`src/rtl/outerprodrc_drain.sv`:
```
// outerprodrc_drain: run controller and result drain for the unary outer-product array.
// Sequences one bitstream run (clear, enable RUNCYC cycles, settle), then turns each
// element's accumulator delta over the run into a shifted, optionally ReLU'd, saturated
// signed result. The results are streamed out one element at a time on valid/ready.
//
// Ports:
//   iClk, iRstN   clock, asynchronous active-low reset
//   iStart        start a run (sampled only while idle)
//   oBusy         high whenever not idle
//   oEn, oClr     registered enable / clear to the array
//   iAcc          packed array accumulators, element e at [e*OUTBITWIDTH +: OUTBITWIDTH]
//   oValid/iReady result stream handshake
//   oData, oIdx   signed result and its element index
//   oLast         marks element N-1
//   oDone         one-cycle pulse after the final handshake
module outerprodrc_drain #(
  parameter int unsigned ROWNUM      = 4,
  parameter int unsigned COLNUM      = 4,
  parameter int unsigned OUTBITWIDTH = 16,
  parameter int unsigned RUNCYC      = 256,
  parameter int unsigned SETTLE      = 1,
  parameter int unsigned SHIFT       = 0,
  parameter int unsigned RESBITWIDTH = 8,
  parameter int unsigned RELU        = 0,
  localparam int unsigned IdxW = (ROWNUM * COLNUM > 1) ? $clog2(ROWNUM * COLNUM) : 1
) (
  input  logic                                   iClk,
  input  logic                                   iRstN,
  input  logic                                   iStart,
  output logic                                   oBusy,
  output logic                                   oEn,
  output logic                                   oClr,
  input  logic [ROWNUM*COLNUM*OUTBITWIDTH-1:0]   iAcc,
  output logic                                   oValid,
  input  logic                                   iReady,
  output logic signed [RESBITWIDTH-1:0]          oData,
  output logic [IdxW-1:0]                        oIdx,
  output logic                                   oLast,
  output logic                                   oDone
);

  localparam int unsigned N      = ROWNUM * COLNUM;
  localparam int unsigned CntMax = (RUNCYC > SETTLE) ? RUNCYC : SETTLE;
  localparam int unsigned CntW   = (CntMax > 1) ? $clog2(CntMax) : 1;

  localparam logic [CntW-1:0] RunLast = CntW'(RUNCYC - 1);
  localparam logic [CntW-1:0] SetLast = CntW'(SETTLE - 1);
  localparam logic [IdxW-1:0] IdxLast = IdxW'(N - 1);

  // Saturation bounds expressed at accumulator width so the compare stays signed.
  localparam logic signed [OUTBITWIDTH-1:0] ResMax =
      {{(OUTBITWIDTH - RESBITWIDTH + 1){1'b0}}, {(RESBITWIDTH - 1){1'b1}}};
  localparam logic signed [OUTBITWIDTH-1:0] ResMin = ~ResMax;

  typedef enum logic [2:0] {
    StIdle, StClr, StRun, StWait, StCap, StDrain, StDone
  } state_e;

  state_e                  state_q, state_d;
  logic [CntW-1:0]         cnt_q, cnt_d;
  logic [IdxW-1:0]         idx_q, idx_d;
  logic                    en_q, clr_q;
  logic [OUTBITWIDTH-1:0]  base_q [N];
  logic [RESBITWIDTH-1:0]  res_q  [N];

  // Modular delta, arithmetic shift, optional ReLU, then saturation.
  function automatic logic [RESBITWIDTH-1:0] shape(input logic [OUTBITWIDTH-1:0] acc,
                                                   input logic [OUTBITWIDTH-1:0] base);
    logic signed [OUTBITWIDTH-1:0] delta;
    logic signed [OUTBITWIDTH-1:0] r;
    delta = acc - base;
    r     = delta >>> SHIFT;
    if (RELU != 0 && r[OUTBITWIDTH-1]) r = '0;
    if (r > ResMax)      r = ResMax;
    else if (r < ResMin) r = ResMin;
    return r[RESBITWIDTH-1:0];
  endfunction

  always_comb begin
    state_d = state_q;
    cnt_d   = cnt_q;
    idx_d   = idx_q;
    case (state_q)
      StIdle: if (iStart) state_d = StClr;
      StClr: begin
        state_d = StRun;
        cnt_d   = '0;
      end
      StRun: begin
        if (cnt_q == RunLast) begin
          state_d = StWait;
          cnt_d   = '0;
        end else begin
          cnt_d = cnt_q + 1'b1;
        end
      end
      StWait: begin
        if (cnt_q == SetLast) state_d = StCap;
        else                  cnt_d   = cnt_q + 1'b1;
      end
      StCap: begin
        state_d = StDrain;
        idx_d   = '0;
      end
      StDrain: begin
        if (iReady) begin
          if (idx_q == IdxLast) state_d = StDone;
          else                  idx_d   = idx_q + 1'b1;
        end
      end
      StDone:  state_d = StIdle;
      default: state_d = StIdle;
    endcase
  end

  always_ff @(posedge iClk or negedge iRstN) begin
    if (!iRstN) begin
      state_q <= StIdle;
      cnt_q   <= '0;
      idx_q   <= '0;
      en_q    <= 1'b0;
      clr_q   <= 1'b0;
      for (int e = 0; e < N; e++) begin
        base_q[e] <= '0;
        res_q[e]  <= '0;
      end
    end else begin
      state_q <= state_d;
      cnt_q   <= cnt_d;
      idx_q   <= idx_d;
      // Decoded from the next state so the flops line up with the state they mark.
      en_q    <= (state_d == StRun);
      clr_q   <= (state_d == StClr);
      if (state_q == StClr) begin
        for (int e = 0; e < N; e++) base_q[e] <= iAcc[e*OUTBITWIDTH +: OUTBITWIDTH];
      end
      if (state_q == StCap) begin
        for (int e = 0; e < N; e++) res_q[e] <= shape(iAcc[e*OUTBITWIDTH +: OUTBITWIDTH],
                                                      base_q[e]);
      end
    end
  end

  always_comb begin
    oBusy  = (state_q != StIdle);
    oEn    = en_q;
    oClr   = clr_q;
    oValid = (state_q == StDrain);
    oDone  = (state_q == StDone);
    oData  = oValid ? res_q[idx_q] : '0;
    oIdx   = oValid ? idx_q : '0;
    oLast  = oValid && (idx_q == IdxLast);
  end

endmodule

```
`config.mk`:
```
export PLATFORM = sky130hd
export DESIGN_NAME = outerprodrc_drain
export DESIGN_NICKNAME = d
export VERILOG_FILES = /design/src/rtl/outerprodrc_drain.sv
export SDC_FILE = /design/constraint.sdc
export NUM_CORES = 1
export LEC_CHECK = 0
export BUFFER_PORTS_ARGS = -buffer_cell sky130_fd_sc_hd__buf_2
export CAP_MARGIN = 20
export CORE_MARGIN = 1
export CORE_UTILIZATION = 45
export CTS_BUF_LIST = sky130_fd_sc_hd__clkbuf_4 sky130_fd_sc_hd__clkbuf_8
export CTS_CLUSTER_SIZE = 40
export DETAILED_ROUTE_END_ITERATION = 10
export GPL_ROUTABILITY_DRIVEN = 0
export PLACE_DENSITY = 0.74
export SLEW_MARGIN = 40
export SYNTH_ARGS = -nofsm -noshare
export SYNTH_HDL_FRONTEND = slang
export SYNTH_SLANG_ARGS = --single-unit
```
`constraint.sdc`:
```
create_clock -name iClk -period 3.2 [get_ports iClk]
set_input_delay 0.16 -clock iClk [delete_from_list [all_inputs] [get_ports iClk]]
set_output_delay 0.16 -clock iClk [all_outputs]
set_load 0.02 [all_outputs]
```
==> run_summary.xml <==
<?xml version="1.0" encoding="UTF-8"?>
<metrics>
  <group name="run_status">
    <metric name="outcome" unit="">completed</metric>
  </group>
  <group name="cts">
    <metric name="cts-htree-levels" unit="">3</metric>
    <metric name="cts_max_path_buffers" unit="">3</metric>
    <metric name="cts.sinks" unit="">401</metric>
    <metric name="numCtsBuffers" unit="">78</metric>
    <metric name="clock_latency_on_the_worst_skew_pair" unit="ns">0.66</metric>
    <metric name="root_buffer" unit="">sky130_fd_sc_hd__clkbuf_8</metric>
    <metric name="cts_tree" unit="">built</metric>
    <metric name="cts.reportedPaths.clkPinSlew" unit="ns">0.06</metric>
  </group>
  <group name="finish">
    <metric name="synthesis_to_layout_area_growth" unit="%">25.5</metric>
    <metric name="final_cell_area" unit="um2">37100</metric>
    <metric name="fin_nets" unit="">4557</metric>
    <metric name="post_route_cells_drive_above_1_share" unit="%">17.0</metric>
  </group>
  <group name="global_route">
    <metric name="grt_pass1_vias" unit="">26300</metric>
    <metric name="grt_max_degree" unit="">189</metric>
    <metric name="grt_antenna_before_repair" unit="">7</metric>
    <metric name="grt_overflow_total" unit="">0</metric>
    <metric name="grt.total_usage" unit="%">23.9</metric>
    <metric name="first_pass_grt_wire_length" unit="mm">130</metric>
  </group>
  <group name="pwr">
    <metric name="ir_drop" unit="V">0.000342</metric>
    <metric name="clock_power_share" unit="%">38.1</metric>
    <metric name="p_int" unit="mW">10.3</metric>
    <metric name="power_per_cell_area" unit="nW/um2">401</metric>
    <metric name="swShare" unit="%">30.7</metric>
    <metric name="seq_power_share" unit="%">35.8</metric>
    <metric name="power_leakage" unit="nW">16.7</metric>
    <metric name="share_comb_of_total_power" unit="%">26.1</metric>
    <metric name="switching_power" unit="mW">4.56</metric>
  </group>
  <group name="synth">
    <metric name="ys_seq_area_share" unit="%">34.0</metric>
    <metric name="number_of_synthesized_flops_with_an_enable_pin" unit="">0</metric>
    <metric name="synth.avg_cell_area" unit="um2">8.57</metric>
    <metric name="dominantRegCellSynth" unit="">sky130_fd_sc_hd__dfrtp_1</metric>
    <metric name="ys_ff_latch" unit="">401</metric>
    <metric name="syn_area" unit="um2">29500</metric>
    <metric name="synth.lib_cells_used.distinct" unit="">91</metric>
    <metric name="syn-instance-count" unit="">3448</metric>
    <metric name="ys.warnings.count" unit="">0</metric>
    <metric name="synth_nets" unit="">3967</metric>
    <metric name="async_reset_ff_share" unit="%">100</metric>
  </group>
  <group name="detailed_routing">
    <metric name="drc" unit="">0</metric>
    <metric name="postRouteAntennaNets" unit="">0</metric>
    <metric name="num_vias" unit="">27200</metric>
    <metric name="drt_wl_total" unit="mm">80.8</metric>
    <metric name="detail_route.iter0.violations" unit="">1740</metric>
    <metric name="routed_via_density" unit="">5.48</metric>
    <metric name="detail_route.wl_per_cell" unit="um">16.3</metric>
    <metric name="drt_first_pass_iters" unit="">6</metric>
  </group>
  <group name="timing">
    <metric name="timing_max_transition_violations_final" unit="">0</metric>
    <metric name="hold_ws" unit="ns">0.0980</metric>
    <metric name="rsz0062_at_grt" unit="">true</metric>
    <metric name="timing.slew.headroom" unit="%">51.0</metric>
    <metric name="tightestPinTransition" unit="ns">0.735</metric>
    <metric name="post-route-period-util" unit="%">98.6</metric>
    <metric name="timing_hold_violations_final" unit="">0</metric>
    <metric name="timing.fmax" unit="MHz">317</metric>
    <metric name="finalCriticalPeriod" unit="ns">3.16</metric>
    <metric name="setup_viol" unit="">0</metric>
    <metric name="finalClockSkew" unit="ns">0.0313</metric>
  </group>
  <group name="floorplan">
    <metric name="floorplan.core_area" unit="um2">64700</metric>
    <metric name="die-width" unit="um">258</metric>
    <metric name="dieArea" unit="um2">66700</metric>
    <metric name="placement_rows" unit="">93</metric>
    <metric name="pin_count" unit="">278</metric>
    <metric name="dieHeight" unit="um">258</metric>
    <metric name="initial_utilization" unit="%">45.7</metric>
  </group>
  <group name="worst_setup_path">
    <metric name="cpPeakStageDelay" unit="ns">0.51</metric>
    <metric name="critPathSlowestCell" unit="">sky130_fd_sc_hd__or4_1</metric>
    <metric name="worstRegToRegCells" unit="">11</metric>
    <metric name="path_max_fanout" unit="">7</metric>
    <metric name="startpoint_type" unit="">register</metric>
    <metric name="critical_path.n_buffers_inverters" unit="">1</metric>
    <metric name="critPathLaunch" unit="">base_q[53]</metric>
    <metric name="worstPathRequired" unit="ns">3.74</metric>
    <metric name="setup.worst_path.class" unit="">reg -&gt; reg</metric>
    <metric name="cp-end-kind" unit="">register</metric>
    <metric name="setup.worst_path.end" unit="">res_q[28]</metric>
    <metric name="crit-reg2reg-launch" unit="">base_q[53]</metric>
    <metric name="worst_r2r_endpoint" unit="">res_q[28]</metric>
    <metric name="path_cells" unit="">inv_1 -&gt; ha_1 -&gt; o21a_1 -&gt; or3_1 -&gt; o21ai_2 -&gt; a2111oi_4 -&gt; or4_1 -&gt; a2111oi_0 -&gt; and3_2 -&gt; nand4_1 -&gt; and3_1</metric>
    <metric name="arrival" unit="ns">3.70</metric>
    <metric name="r2r_slack" unit="ns">0.04</metric>
    <metric name="crit_path_leading_delay_family" unit="">simple AND/OR/NAND/NOR gates</metric>
    <metric name="path_depth" unit="">11</metric>
  </group>
  <group name="placed_design">
    <metric name="cell_area_after_placement" unit="um2">32300</metric>
    <metric name="post-dp-hpwl" unit="mm">57.6</metric>
    <metric name="buffer_ports.inserted" unit="">277</metric>
  </group>
  <group name="job">
    <metric name="cap_viol_max_count" unit="">0</metric>
  </group>
  <group name="hold_path">
    <metric name="worst_hold_path_type" unit="">in -&gt; async</metric>
  </group>
</metrics>
==> layout by cell type (no fill, tap or decap), drive strengths merged, types with 19 or more instances in the layout <==
cell and instances:
nand2b 58, o21a 59, o211ai 26, and3 33, nor2 242, or3 34
a211oi 25, inv 310, o31ai 28, nand2 394, xnor2 103, nand4 26
dfrtp 401, nor2b 47, a31oi 35, xor2 66, buf 367, or2 34
mux2 33, nor3 69, o21ai 363, dlygate4sd3 259, nand3 75, mux4 40
nor4 25, a21o 46, and2 28, a21oi 184, ha 243, clkbuf 123
o31a 19, o22ai 49
==> Yosys cell counts, types with 8 or more instances <==
master | count | share of area (%)
sky130_fd_sc_hd__clkbuf_1 | 101 | 1.3
sky130_fd_sc_hd__dfrtp_1 | 401 | 34
sky130_fd_sc_hd__nor2_1 | 242 | 3.1
sky130_fd_sc_hd__ha_1 | 243 | 10
sky130_fd_sc_hd__and4_1 | 11 | 0.33
sky130_fd_sc_hd__a31oi_1 | 35 | 0.74
sky130_fd_sc_hd__o22ai_1 | 49 | 1.0
sky130_fd_sc_hd__a21o_1 | 46 | 1.2
sky130_fd_sc_hd__nand2_1 | 394 | 5.0
sky130_fd_sc_hd__o2111ai_1 | 11 | 0.33
sky130_fd_sc_hd__or2_2 | 33 | 0.70
sky130_fd_sc_hd__nor3_1 | 69 | 1.2
sky130_fd_sc_hd__xor2_1 | 66 | 2.0
sky130_fd_sc_hd__or3_1 | 34 | 0.72
sky130_fd_sc_hd__o21ai_0 | 354 | 6.0
sky130_fd_sc_hd__o211ai_1 | 25 | 0.64
sky130_fd_sc_hd__nor4_1 | 21 | 0.44
sky130_fd_sc_hd__nand4_1 | 26 | 0.55
sky130_fd_sc_hd__o31a_1 | 19 | 0.56
sky130_fd_sc_hd__nand3b_1 | 17 | 0.43
sky130_fd_sc_hd__buf_1 | 11 | 0.14
sky130_fd_sc_hd__nor3b_1 | 13 | 0.33
sky130_fd_sc_hd__fa_1 | 16 | 1.1
sky130_fd_sc_hd__mux2i_1 | 10 | 0.34
sky130_fd_sc_hd__mux2_2 | 33 | 1.3
sky130_fd_sc_hd__inv_1 | 308 | 3.9
sky130_fd_sc_hd__xnor2_1 | 103 | 3.1
sky130_fd_sc_hd__and3_1 | 33 | 0.70
sky130_fd_sc_hd__nand3_1 | 75 | 1.3
sky130_fd_sc_hd__a211o_1 | 14 | 0.42
sky130_fd_sc_hd__o32ai_1 | 10 | 0.30
sky130_fd_sc_hd__o21a_1 | 59 | 1.5
sky130_fd_sc_hd__o21bai_1 | 14 | 0.36
sky130_fd_sc_hd__a21oi_1 | 183 | 3.1
sky130_fd_sc_hd__a311oi_1 | 8 | 0.24
sky130_fd_sc_hd__o21ai_1 | 8 | 0.14
sky130_fd_sc_hd__and2_1 | 28 | 0.59
sky130_fd_sc_hd__nand2b_1 | 58 | 1.2
sky130_fd_sc_hd__a211oi_1 | 25 | 0.64
sky130_fd_sc_hd__o31ai_1 | 24 | 0.61
sky130_fd_sc_hd__mux4_2 | 40 | 3.0
sky130_fd_sc_hd__nor2b_1 | 47 | 1.0
==> cell type report <==
type / instances / area [um2]
Antenna cell: 4 / 10.0
Clock buffer: 123 / 1540
Clock inverter: 16 / 165
Fill cell: 5649 / 27600
Inverter: 308 / 1160
Multi-Input combinational cell: 2623 / 18300
Sequential cell: 401 / 10000
Tap cell: 855 / 1070
Timing Repair Buffer: 626 / 4810
==> how the worst min path moves through the flow <==
stage | end | slack, ns | depth (start not counted)
CTS | base_q[183] | 0.08 | 2
detailed placement | base_q[183] | 0.22 | 1
floorplan | base_q[0] | -0.14 | 0
global placement | base_q[187] | 0.20 | 1
finish | base_q[183] | 0.1 | 2
global route | base_q[183] | 0.1 | 2
==> what timing repair did <==
| item | 4_1_cts | 5_1_grt |
|---|---|---|
| endpoints found under the hold margin | 395 | 0 |
| hold buffers | 259 | 0 |
| resized for setup | 3 | 65 |
| pin swaps | 0 | 16 |
| cloned | 0 | 1 |
| endpoints found under the setup margin | 13 | 78 |
| buffers inserted | 0 | 9 |
==> layer usage <==
| metal | vias to the layer above | wire, um | track usage [%] |
|---|---|---|---|
| li1 | 13500 | - | - |
| met1 | 12800 | 35400 | 30.8 |
| met2 | 704 | 38000 | 39.6 |
| met3 | 195 | 4400 | 4.49 |
| met4 | 8 | 2990 | 9.34 |
| met5 | - | 49 | 0 |
==> power by group through the flow <==
stage	Combinational, mW	Sequential (mW)	Clock, mW
finish	3.88	5.32	5.66
global route	4.31	5.33	6.07
CTS	3.74	5.32	5.82
detailed placement	3.45	5.41	0
global placement	3.40	5.40	0
floorplan	2.48	5.39	0
==> logic make-up (layout without fill, tap and decap cells) <==
logic type	Yosys count	count (layout)	share of synthesized area [%]
flip-flops	401	401	34.0
multiplexers	83	83	4.65
XOR/XNOR	169	169	5.01
AO/OA/AOI/OAI	987	987	21.2
AND/OR/NAND/NOR	1125	1125	18.3
adder cells (fa/ha/maj)	259	259	11.4
buffers and inverters	424	1073	5.43
other	0	4	0
==> sequential cells by signal (all words and copies together), names as in the netlist <==
register  count
oClr          1
state_q       3
res_q       128
cnt_q         8
idx_q         4
oEn           1
base_q      256
==> through the flow <==
| step | instances | setup TNS [ns] | setup slack, ns | util, % | total power [mW] |
|---|---|---|---|---|---|
| finish | 4956 | 0 | 0.0437 | 57.3 | 14.9 |
| global route | 4954 | -0.344 | -0.0492 | 57.3 | 15.7 |
| CTS | 4942 | 0 | 0.00642 | 56.6 | 14.9 |
| detailed placement | 4544 | -0.629 | -0.114 | 49.9 | 8.86 |
| global placement | 4544 | -0.0700 | -0.0310 | 49.9 | 8.80 |
| floorplan | 3448 | 0 | 0.155 | - | 7.87 |
No activity file was read; power rests on OpenSTA's default activity.
